[config.mk]
export PLATFORM = sky130hd
export DESIGN_NAME = hfg_stage_classifier
export DESIGN_NICKNAME = d
export VERILOG_FILES = /design/src/rtl/hfg_stage_classifier.sv
export SDC_FILE = /design/constraint.sdc
export NUM_CORES = 1
export LEC_CHECK = 0
export ABC_AREA = 1
export BUFFER_PORTS_ARGS = -buffer_cell sky130_fd_sc_hd__buf_2
export CORE_MARGIN = 2
export CORE_UTILIZATION = 40
export CTS_CLUSTER_DIAMETER = 150
export DETAILED_ROUTE_END_ITERATION = 10
export PLACE_DENSITY_LB_ADDON = 0.05
export SYNTH_ARGS = -nofsm -noshare
export SYNTH_HDL_FRONTEND = slang
export SYNTH_SLANG_ARGS = --single-unit
[constraint.sdc]
create_clock -name iClk -period 2.8 [get_ports iClk]
set_input_delay 0.56 -clock iClk [delete_from_list [all_inputs] [get_ports iClk]]
set_output_delay 0.56 -clock iClk [all_outputs]
set_load 0.01 [all_outputs]
[src/rtl/hfg_stage_classifier.sv]
// Haar cascade stage evaluator: accumulates per-feature votes into a saturating stage sum
// and decides pass/reject per stage. Optional stage counter port under HFG_STAGE_COUNT_EN.
module hfg_stage_classifier #(
    parameter int unsigned FEAT_W = 21,
    parameter int unsigned VAL_W  = 16,
    parameter int unsigned ACC_W  = 24,
    parameter int unsigned STG_W  = 5
) (
    input  logic              iClk,
    input  logic              iReset_n,
    input  logic              iStart,
    input  logic              iFeature_Valid,
    input  logic [FEAT_W-1:0] iFeature,
    input  logic [FEAT_W-1:0] iNode_Thresh,
    input  logic [VAL_W-1:0]  iLeft_Val,
    input  logic [VAL_W-1:0]  iRight_Val,
    input  logic              iLast_In_Stage,
    input  logic              iLast_Stage,
    input  logic [ACC_W-1:0]  iStage_Thresh,
    output logic              oReady,
    output logic              oStage_Done,
    output logic              oWindow_Done,
    output logic              oWindow_Face
`ifdef HFG_STAGE_COUNT_EN
    ,
    output logic [STG_W-1:0]  oStage_Count
`endif
);

    typedef enum logic [1:0] {
        IDLE   = 2'd0,
        ACCUM  = 2'd1,
        DECIDE = 2'd2
    } state_t;

    localparam logic signed [ACC_W-1:0] ACC_MAX = {1'b0, {(ACC_W-1){1'b1}}};
    localparam logic signed [ACC_W-1:0] ACC_MIN = {1'b1, {(ACC_W-1){1'b0}}};

    state_t                   state_q, state_n;
    logic signed [ACC_W-1:0]  acc_q, acc_n;
    logic signed [ACC_W-1:0]  thresh_q, thresh_n;
    logic                     last_stage_q, last_stage_n;
    logic                     ready_n, stage_done_n, window_done_n, face_n;
    logic signed [VAL_W-1:0]  vote;
    logic signed [ACC_W:0]    sum;
    logic signed [ACC_W-1:0]  acc_sat;
    logic                     accept;
    logic                     pass;

`ifdef HFG_STAGE_COUNT_EN
    logic [STG_W-1:0] count_q, count_n;
    assign oStage_Count = count_q;
`endif

    // Vote selection and saturating accumulate; the extra sum bit exposes overflow.
    always_comb begin
        vote = ($signed(iFeature) < $signed(iNode_Thresh)) ? $signed(iLeft_Val)
                                                           : $signed(iRight_Val);
        sum  = (ACC_W+1)'(acc_q) + (ACC_W+1)'(vote);
        case (sum[ACC_W:ACC_W-1])
            2'b01:   acc_sat = ACC_MAX;
            2'b10:   acc_sat = ACC_MIN;
            default: acc_sat = sum[ACC_W-1:0];
        endcase
        accept = iFeature_Valid && oReady;
        pass   = (acc_q >= thresh_q);
    end

    // Next-state and next-output logic; iStart overrides everything, including DECIDE.
    always_comb begin
        state_n       = state_q;
        acc_n         = acc_q;
        thresh_n      = thresh_q;
        last_stage_n  = last_stage_q;
        stage_done_n  = 1'b0;
        window_done_n = 1'b0;
        face_n        = oWindow_Face;
`ifdef HFG_STAGE_COUNT_EN
        count_n       = count_q;
`endif
        if (iStart) begin
            state_n = ACCUM;
            acc_n   = '0;
            face_n  = 1'b0;
`ifdef HFG_STAGE_COUNT_EN
            count_n = '0;
`endif
        end else begin
            case (state_q)
                IDLE: state_n = IDLE;
                ACCUM: begin
                    if (accept) begin
                        acc_n = acc_sat;
                        if (iLast_In_Stage) begin
                            state_n      = DECIDE;
                            thresh_n     = $signed(iStage_Thresh);
                            last_stage_n = iLast_Stage;
                        end
                    end
                end
                DECIDE: begin
                    if (pass) begin
`ifdef HFG_STAGE_COUNT_EN
                        count_n = (count_q == '1) ? count_q : count_q + STG_W'(1);
`endif
                        if (last_stage_q) begin
                            window_done_n = 1'b1;
                            face_n        = 1'b1;
                            state_n       = IDLE;
                        end else begin
                            stage_done_n = 1'b1;
                            acc_n        = '0;
                            state_n      = ACCUM;
                        end
                    end else begin
                        window_done_n = 1'b1;
                        face_n        = 1'b0;
                        state_n       = IDLE;
                    end
                end
                default: state_n = IDLE;
            endcase
        end
        ready_n = (state_n == ACCUM);
    end

    always_ff @(posedge iClk or negedge iReset_n) begin
        if (!iReset_n) begin
            state_q      <= IDLE;
            acc_q        <= '0;
            thresh_q     <= '0;
            last_stage_q <= 1'b0;
            oReady       <= 1'b0;
            oStage_Done  <= 1'b0;
            oWindow_Done <= 1'b0;
            oWindow_Face <= 1'b0;
`ifdef HFG_STAGE_COUNT_EN
            count_q      <= '0;
`endif
        end else begin
            state_q      <= state_n;
            acc_q        <= acc_n;
            thresh_q     <= thresh_n;
            last_stage_q <= last_stage_n;
            oReady       <= ready_n;
            oStage_Done  <= stage_done_n;
            oWindow_Done <= window_done_n;
            oWindow_Face <= face_n;
`ifdef HFG_STAGE_COUNT_EN
            count_q      <= count_n;
`endif
        end
    end

endmodule

* Word-level counts from Yosys, hierarchy flattened
Index checks and enable logic that the tools add are counted. W data, S select, Z words.
Word-level totals: memory bits (read-only) 0, bits in latches 0, memory bits (writable) 0, output and inout port bits 4, bits in registers 55, memories 0, logic and storage cells 52
Cells by class: $add $sub $neg 1, equal/unequal tests 9, bitwise logic cells 1, reduce and logical (&&, ||, !) cells 6, multipliers 0, div/mod/pow operators 0, shifts and indexed selects 0, $lt $le $gt $ge 2, mux-type cells 25
Operator list (count):
- $mux W24 | 4
- $pmux W24 S2 | 2
- $add A24 B16 Y25 | 1
- $ge A24 B24 Y1 | 1
- $lt A21 B21 Y1 | 1
- $mux W16 | 1
- $mux W1 | 13
- $ne A3 B3 Y1 const B | 4
- $mux W2 | 4
- $reduce_and A4 Y1 | 2
- $eq A2 B1 Y1 const B | 3
- $eq A2 B2 Y1 const B | 2
- $pmux W2 S2 | 1
- $reduce_bool A3 Y1 | 1
- $reduce_and A2 Y1 | 1
- $reduce_bool A2 Y1 | 1
- $logic_and A1 B1 Y1 | 1
- $not A1 Y1 | 1

* Depth between registers and ports, before layout
depth in word-level cells 8, gate-level depth with buffers 33, depth with buffers taken out 31

* Least setup slack after synthesis
OpenSTA, ideal clock, no wires.
path type input port to flip-flop, start input port iNode_Thresh[8], end register acc_q[3], path slack -1.643 ns, buffers on the path 2, stages on the path 31, required time 2.735 ns, data arrival time 4.378 ns, path through inv_1 > ha_1 > a21oi_1 > o21a_1 > o221ai_1 > nand2_1 > nand3_1 > nand2_2 > clkbuf_1 > nand3_1 > nand2_1 > ha_1 > inv_1 > fa_1 > inv_1 > nand3_1 > nand2_1 > nand2_1 > nand3_1 > nand3_1 > nand2_1 > nand3_1 > nand2_1 > xor2_1 > ha_1 > inv_1 > clkbuf_1 > a21oi_1 > o21ai_0 > nand3_2 > nand2_1
On the way: longest elaborated chain between the ends 8, elaborated cells between the ends (all ways) 9, classes of those cells add/sub: 1; order compare: 1; eq/ne: 2; mux: 5
Ends and longest elaborated chain:
- from (decl) | RTL line 14 | input logic [FEAT_W-1:0] iNode_Thresh,
- $lt A21 B21 Y1 * | RTL line 57 | vote = ($signed(iFeature) < $signed(iNode_Thresh)) ? $signed(iLeft_Val)
- $mux W16 * | RTL line 57
- $add A24 B16 Y25 * | RTL line 59 | sum = (ACC_W+1)'(acc_q) + (ACC_W+1)'(vote);
- $eq A2 B2 Y1 or $eq A2 B1 Y1 (tied branches) | RTL line 60 | case (sum[ACC_W:ACC_W-1])
- $pmux W24 S2 * | RTL line 60
- $mux W24 * | RTL line 92 | if (accept) begin
- $pmux W24 S2 * | RTL line 89 | case (state_q)
- $mux W24 * | RTL line 81 | if (iStart) begin
- to (signal assigned) | RTL line 142 | acc_q <= acc_n;
- to (decl) | RTL line 40 | logic signed [ACC_W-1:0] acc_q, acc_n;
Mark *: on every way between the ends. The rest lies on a longest branch, timed or not. The select of a mux whose other input is x is not followed. A chain may end at the register's enable or synchronous reset.

* Worst setup path in the final report
start input port iFeature[10], end register acc_q[10]
On the way: longest elaborated chain between the ends 8, elaborated cells between the ends (all ways) 9, classes of those cells add/sub: 1; order compare: 1; eq/ne: 2; mux: 5
Ends and longest elaborated chain:
- from (decl) | RTL line 13 | input logic [FEAT_W-1:0] iFeature,
- $lt A21 B21 Y1 * | RTL line 57
- $mux W16 * | RTL line 57
- $add A24 B16 Y25 * | RTL line 59
- $eq A2 B2 Y1 or $eq A2 B1 Y1 (tied branches) | RTL line 60
- $pmux W24 S2 * | RTL line 60
- $mux W24 * | RTL line 92
- $pmux W24 S2 * | RTL line 89
- $mux W24 * | RTL line 81
Marked as above.

==> results.md <==
Logic synthesis:
- Of all cell types, the one taking the most synthesized area is sky130_fd_sc_hd__dfrtp_1.
- Synthesis produced a netlist with a net count of about 900.
- Counting flops and latches in the post-synthesis netlist gives 55.
- Yosys printed 0 warnings.
- The most used flip-flop cell after synthesis is sky130_fd_sc_hd__dfrtp_1.
- The number of enable flip-flop cells after synthesis is 0.
- The number of different library cells used by synthesis comes to 41.
- The share of synthesized area occupied by flip-flops and latches is 26.9%.
- The synthesized area is 5110 µm².
- The synthesized instance count is around 700.
- Each instance of the synthesized netlist takes up on average between 7 and 8 µm².
- The proportion of register bits with asynchronous set or reset after synthesis is between 90% and 100%.
- The top cell type by area accounts for between 20 and 30% of the synthesized area.
- Yosys attributes the largest share of cell area to sky130_fd_sc_hd__dfrtp_1 27%, sky130_fd_sc_hd__ha_1 18%, sky130_fd_sc_hd__nand2_1 13%.

Global route:
- The most heavily used metal layer in global routing is met2.
- The number of global-route vias before repair is ~5.2k.
- The total congestion overflow after global routing is 0.
- The first global-routing pass estimated 24.2 mm of wire.
- The combined global-route utilization of all metal layers is between 20% and 30%.
- Entering global routing, the biggest net connects 29 pins.
- The initial antenna violation count is 0.
- For met2 alone, demand over resource in global routing was 40.5%.
- The met3 layer usage reported by global route is between 1.5 and 2%.
- The met1 usage is 29.1%.

STA:
- The count of final max-slew check failures is 0.
- The post-route setup TNS is -26.39 ns.
- The actual slew at the worst max-slew pin is about 0.64 ns.
- The final critical path takes up 141% of the cycle.
- Clock skew on the completed layout was measured at about 0.0035 ns.
- The headroom to the max-slew limit is 57.5%.
- Setup violations remaining at the end of the flow were counted as 24.
- The achievable clock frequency is roughly 250 MHz.
- Setup repair after global routing could not meet its margin everywhere.
- Once routing completed, OpenROAD measured the worst setup slack at -1.14 ns.
- After layout, the minimum clock period comes to between 3 and 4 ns.
- The final count of hold timing violations is 0.
- Hold timing on the final database bottoms out at a slack of 0.283 ns.

Clock tree:
- The clock network latency to the later pin of the worst-skew pair is approximately 0.29 ns.
- The number of buffers between clock root and the deepest sink is 2.
- In this run, post-CTS hold repair placed 0 buffers.
- CTS placed an instance of sky130_fd_sc_hd__clkbuf_16 at the clock tree root.
- The H-tree was split into 2 levels.
- After clock tree synthesis, the clock-pin slew on the worst setup and hold paths is roughly 0.070 ns.
- TritonCTS built the clock tree.
- The CTS buffer count is 5.
- For this design, the sink count on the clock tree is 55.

Route:
- The first TritonRoute pass finished after 4 iterations.
- For this block, the via count after detailed routing is ~5.4k.
- In this run the remaining antenna-violating nets after routing total 0.
- The initial detailed-routing violation count is 272.
- Using the TritonRoute via totals, the vias-per-cell ratio works out to between 4 and 5.
- The total routed wirelength is between 15 and 20 mm.
- After detailed routing, the average wire length per cell comes to about 14 µm.
- After detailed routing, the number of remaining DRC violations is 0.

Job:
- The max-cap violation count is 0.

Power:
- Summed over all cells, the static leakage comes to 4.07 nW.
- The worst supply voltage drop on vdd is between 0.5 and 0.6 mV.
- The overall power is 6.82 mW.
- The power density of the placed cells is ~900 nW/µm².

Critical path:
- The type of origin of the critical path is a primary input.
- Of all nets on the critical path, the largest fanout is 8.
- Data arrives at the worst endpoint at between 4 and 5 ns.
- The setup path with the least slack is of type primary input to register.
- The required time at the worst-slack endpoint is between 2 and 3 ns.
- The worst setup path is captured at a register.

Die:
- The cell row count is slightly above 40.
- The die span in y is about 120 µm.
- Once the floorplan was initialized, standard cells occupied just over 40% of the core.
- The die outline width is between 100 and 150 µm.
- In this run the standard cell core region covers ~13000 µm².
- The die outline area is approximately 14000 µm².
- Pin placement for this block handled between 100 and 150 I/O pins.

Placed design:
- The cell count after placement is between 1k and 1.5k.
- Buffers placed on the I/O ports in this run total approximately 110.
- In this run the cell area measured after placement is between 6000 and 7000 µm².
- The worst setup slack before clock tree synthesis is -1.79 ns.
- The congestion estimate from routability-driven global placement came to approximately 0.88.
- The half-perimeter wire length after detailed placement is 12.1 mm.

Outcome:
- The checks that failed: setup timing.
- The flow ran to the end, but the final reports show violations.

Finish:
- The layout has around 1.1k filler cells.
- Leaving out filler cells and counting taps, the final layout contains roughly 1.1k.
- The antenna diode instance count is 0.
- In the final layout, flip-flops and latches occupy 1380 µm².
- At the end of the flow the core is filled with cells to roughly three fifths.
- The area taken by multi-input logic gates is slightly below 4000 µm².
- Once layout is done, the placed cells without fillers occupy between 7000 and 8000 µm².
- The share of final-layout standard cells stronger than drive strength 1 is about two fifths.
- For this run, the post-layout net count is around 1.1k.
- Compared with the post-synthesis result, the final layout area differs by 50.0%.

Worst hold path:
- The kind of path behind the tightest hold check is primary input to asynchronous set/reset pin.
==> final timing paths <==
path / start / to / slack (ns) / cells after the start
min in group iClk: iStage_Thresh[0] / thresh_q[0]$_DFFE_PN0P_ / 0.49 / 2
worst max register to register: acc_q[0]$_DFFE_PN0P_ / acc_q[10]$_DFFE_PN0P_ / 0.08 / 20
worst min register to register: oWindow_Face$_DFFE_PN0P_ / oWindow_Face$_DFFE_PN0P_ / 0.52 / 2
worst max-delay path: iFeature[10] / acc_q[10]$_DFFE_PN0P_ / -1.14 / 28
worst min-delay path: iReset_n / thresh_q[3]$_DFFE_PN0P_ / 0.28 / 1
max in group asynchronous: iReset_n / acc_q[17]$_DFFE_PN0P_ / 1.95 / 2
==> layer usage <==
| metal | vias to the layer above | routed length, µm |
|---|---|---|
| met3 | 13 | 587 |
| met1 | 2428 | 6970 |
| met2 | 110 | 7500 |
| li1 | 2800 | - |
| met5 | - | 0 |
| met4 | 0 | 226 |
==> synthesized netlist by cell type, types with 3 or more instances <==
| library cell | instances |
|---|---|
| sky130_fd_sc_hd__a21o_1 | 6 |
| sky130_fd_sc_hd__nor2_1 | 64 |
| sky130_fd_sc_hd__buf_4 | 3 |
| sky130_fd_sc_hd__xnor2_1 | 5 |
| sky130_fd_sc_hd__nand2_1 | 178 |
| sky130_fd_sc_hd__ha_1 | 73 |
| sky130_fd_sc_hd__o21ai_0 | 21 |
| sky130_fd_sc_hd__nand4_1 | 7 |
| sky130_fd_sc_hd__nand3_2 | 20 |
| sky130_fd_sc_hd__xor2_1 | 4 |
| sky130_fd_sc_hd__nor3_1 | 4 |
| sky130_fd_sc_hd__dfrtp_1 | 55 |
| sky130_fd_sc_hd__inv_2 | 3 |
| sky130_fd_sc_hd__inv_1 | 96 |
| sky130_fd_sc_hd__clkbuf_1 | 7 |
| sky130_fd_sc_hd__nand3_1 | 48 |
| sky130_fd_sc_hd__a21oi_1 | 80 |
| sky130_fd_sc_hd__o21ai_1 | 9 |
| sky130_fd_sc_hd__o21a_1 | 3 |
==> state kept, by name (all words and copies together), names as in the netlist <==
| name | cells |
|---|---|
| oStage_Done | 1 |
| acc_q | 24 |
| state_q | 2 |
| oWindow_Done | 1 |
| oReady | 1 |
| oWindow_Face | 1 |
| thresh_q | 24 |
| last_stage_q | 1 |
==> cell families (layout without fill, tap and decap cells) <==
family                   Yosys count  after routing  share of synthesized area, %
flip-flops                        55             55                          26.9
AO/OA/AOI/OAI                    130            130                          14.0
multiplexers                       1              1                         0.220
XOR/XNOR                           9              9                          1.54
buffers and inverters            116            338                          9.67
AND/OR/NAND/NOR                  330            330                          29.3
adder cells (fa/ha/maj)           74             74                          18.3
==> cells in the final DEF (no fill, tap or decap), drive strengths merged, types with 2 or more instances in the layout <==
master and n:
o21ai 30, nand4 9, xor2 4, a21oi 81, ha 73, clkbuf 5, nand3 68, nand3b 2
a21o 6, clkinv 3, nand2 181, o2111ai 2, buf 230, xnor2 5, o221ai 2, nor2 65
dfrtp 55, nor3 4, o21a 3, o21bai 2, inv 100
==> cell type report <==
class                           count  share of cell area (%)
Inverter                          100                    5.29
Timing Repair Buffer              230                    20.8
Multi-Input combinational cell    544                    51.3
Clock buffer                        5                    1.63
Clock inverter                      3                   0.196
Tap cell                          172                    2.81
Sequential cell                    55                    18.0
==> report_power, final <==
part           internal, mW  switching [mW]  total, mW  leakage, nW
logic                  2.40            2.59       4.98         3.34
registers              1.03           0.209       1.23        0.658
clock network         0.327           0.280      0.607       0.0733
total                  3.75            3.08       6.82         4.07
==> what timing repair did <==
action                                 in CTS  in global routing
setup endpoints to repair                  24                 24
endpoints found under the hold margin       0                  0
buffers inserted                           23                  4
gates resized for setup                    88                 52
pin swaps                                  32                 28
gates cloned                                0                  0
==> critical path: stages <==
cell                      delay, ns
sky130_fd_sc_hd__buf_6         0.10
sky130_fd_sc_hd__ha_4          0.26
sky130_fd_sc_hd__nand4_1       0.16
sky130_fd_sc_hd__nor3_2        0.24
sky130_fd_sc_hd__nand3_2       0.14
sky130_fd_sc_hd__nand4_4       0.13
sky130_fd_sc_hd__nand2_4       0.06
sky130_fd_sc_hd__buf_6         0.13
sky130_fd_sc_hd__buf_4         0.16
sky130_fd_sc_hd__nand2_1       0.07
sky130_fd_sc_hd__nand2_1       0.10
sky130_fd_sc_hd__ha_4          0.30
sky130_fd_sc_hd__nand2_2       0.07
sky130_fd_sc_hd__nor2_2        0.16
sky130_fd_sc_hd__nand2_2       0.07
sky130_fd_sc_hd__nand3_2       0.07
sky130_fd_sc_hd__nand3_2       0.07
sky130_fd_sc_hd__nand2_2       0.08
sky130_fd_sc_hd__nand3_2       0.10
sky130_fd_sc_hd__nand2_4       0.12
sky130_fd_sc_hd__xor2_4        0.19
sky130_fd_sc_hd__ha_4          0.25
sky130_fd_sc_hd__nor2_4        0.12
sky130_fd_sc_hd__nor2_4        0.05
sky130_fd_sc_hd__buf_12        0.13
sky130_fd_sc_hd__buf_6         0.12
sky130_fd_sc_hd__nand3_2       0.06
sky130_fd_sc_hd__nand2_2       0.05
No activity file was read; power rests on OpenSTA's default activity.
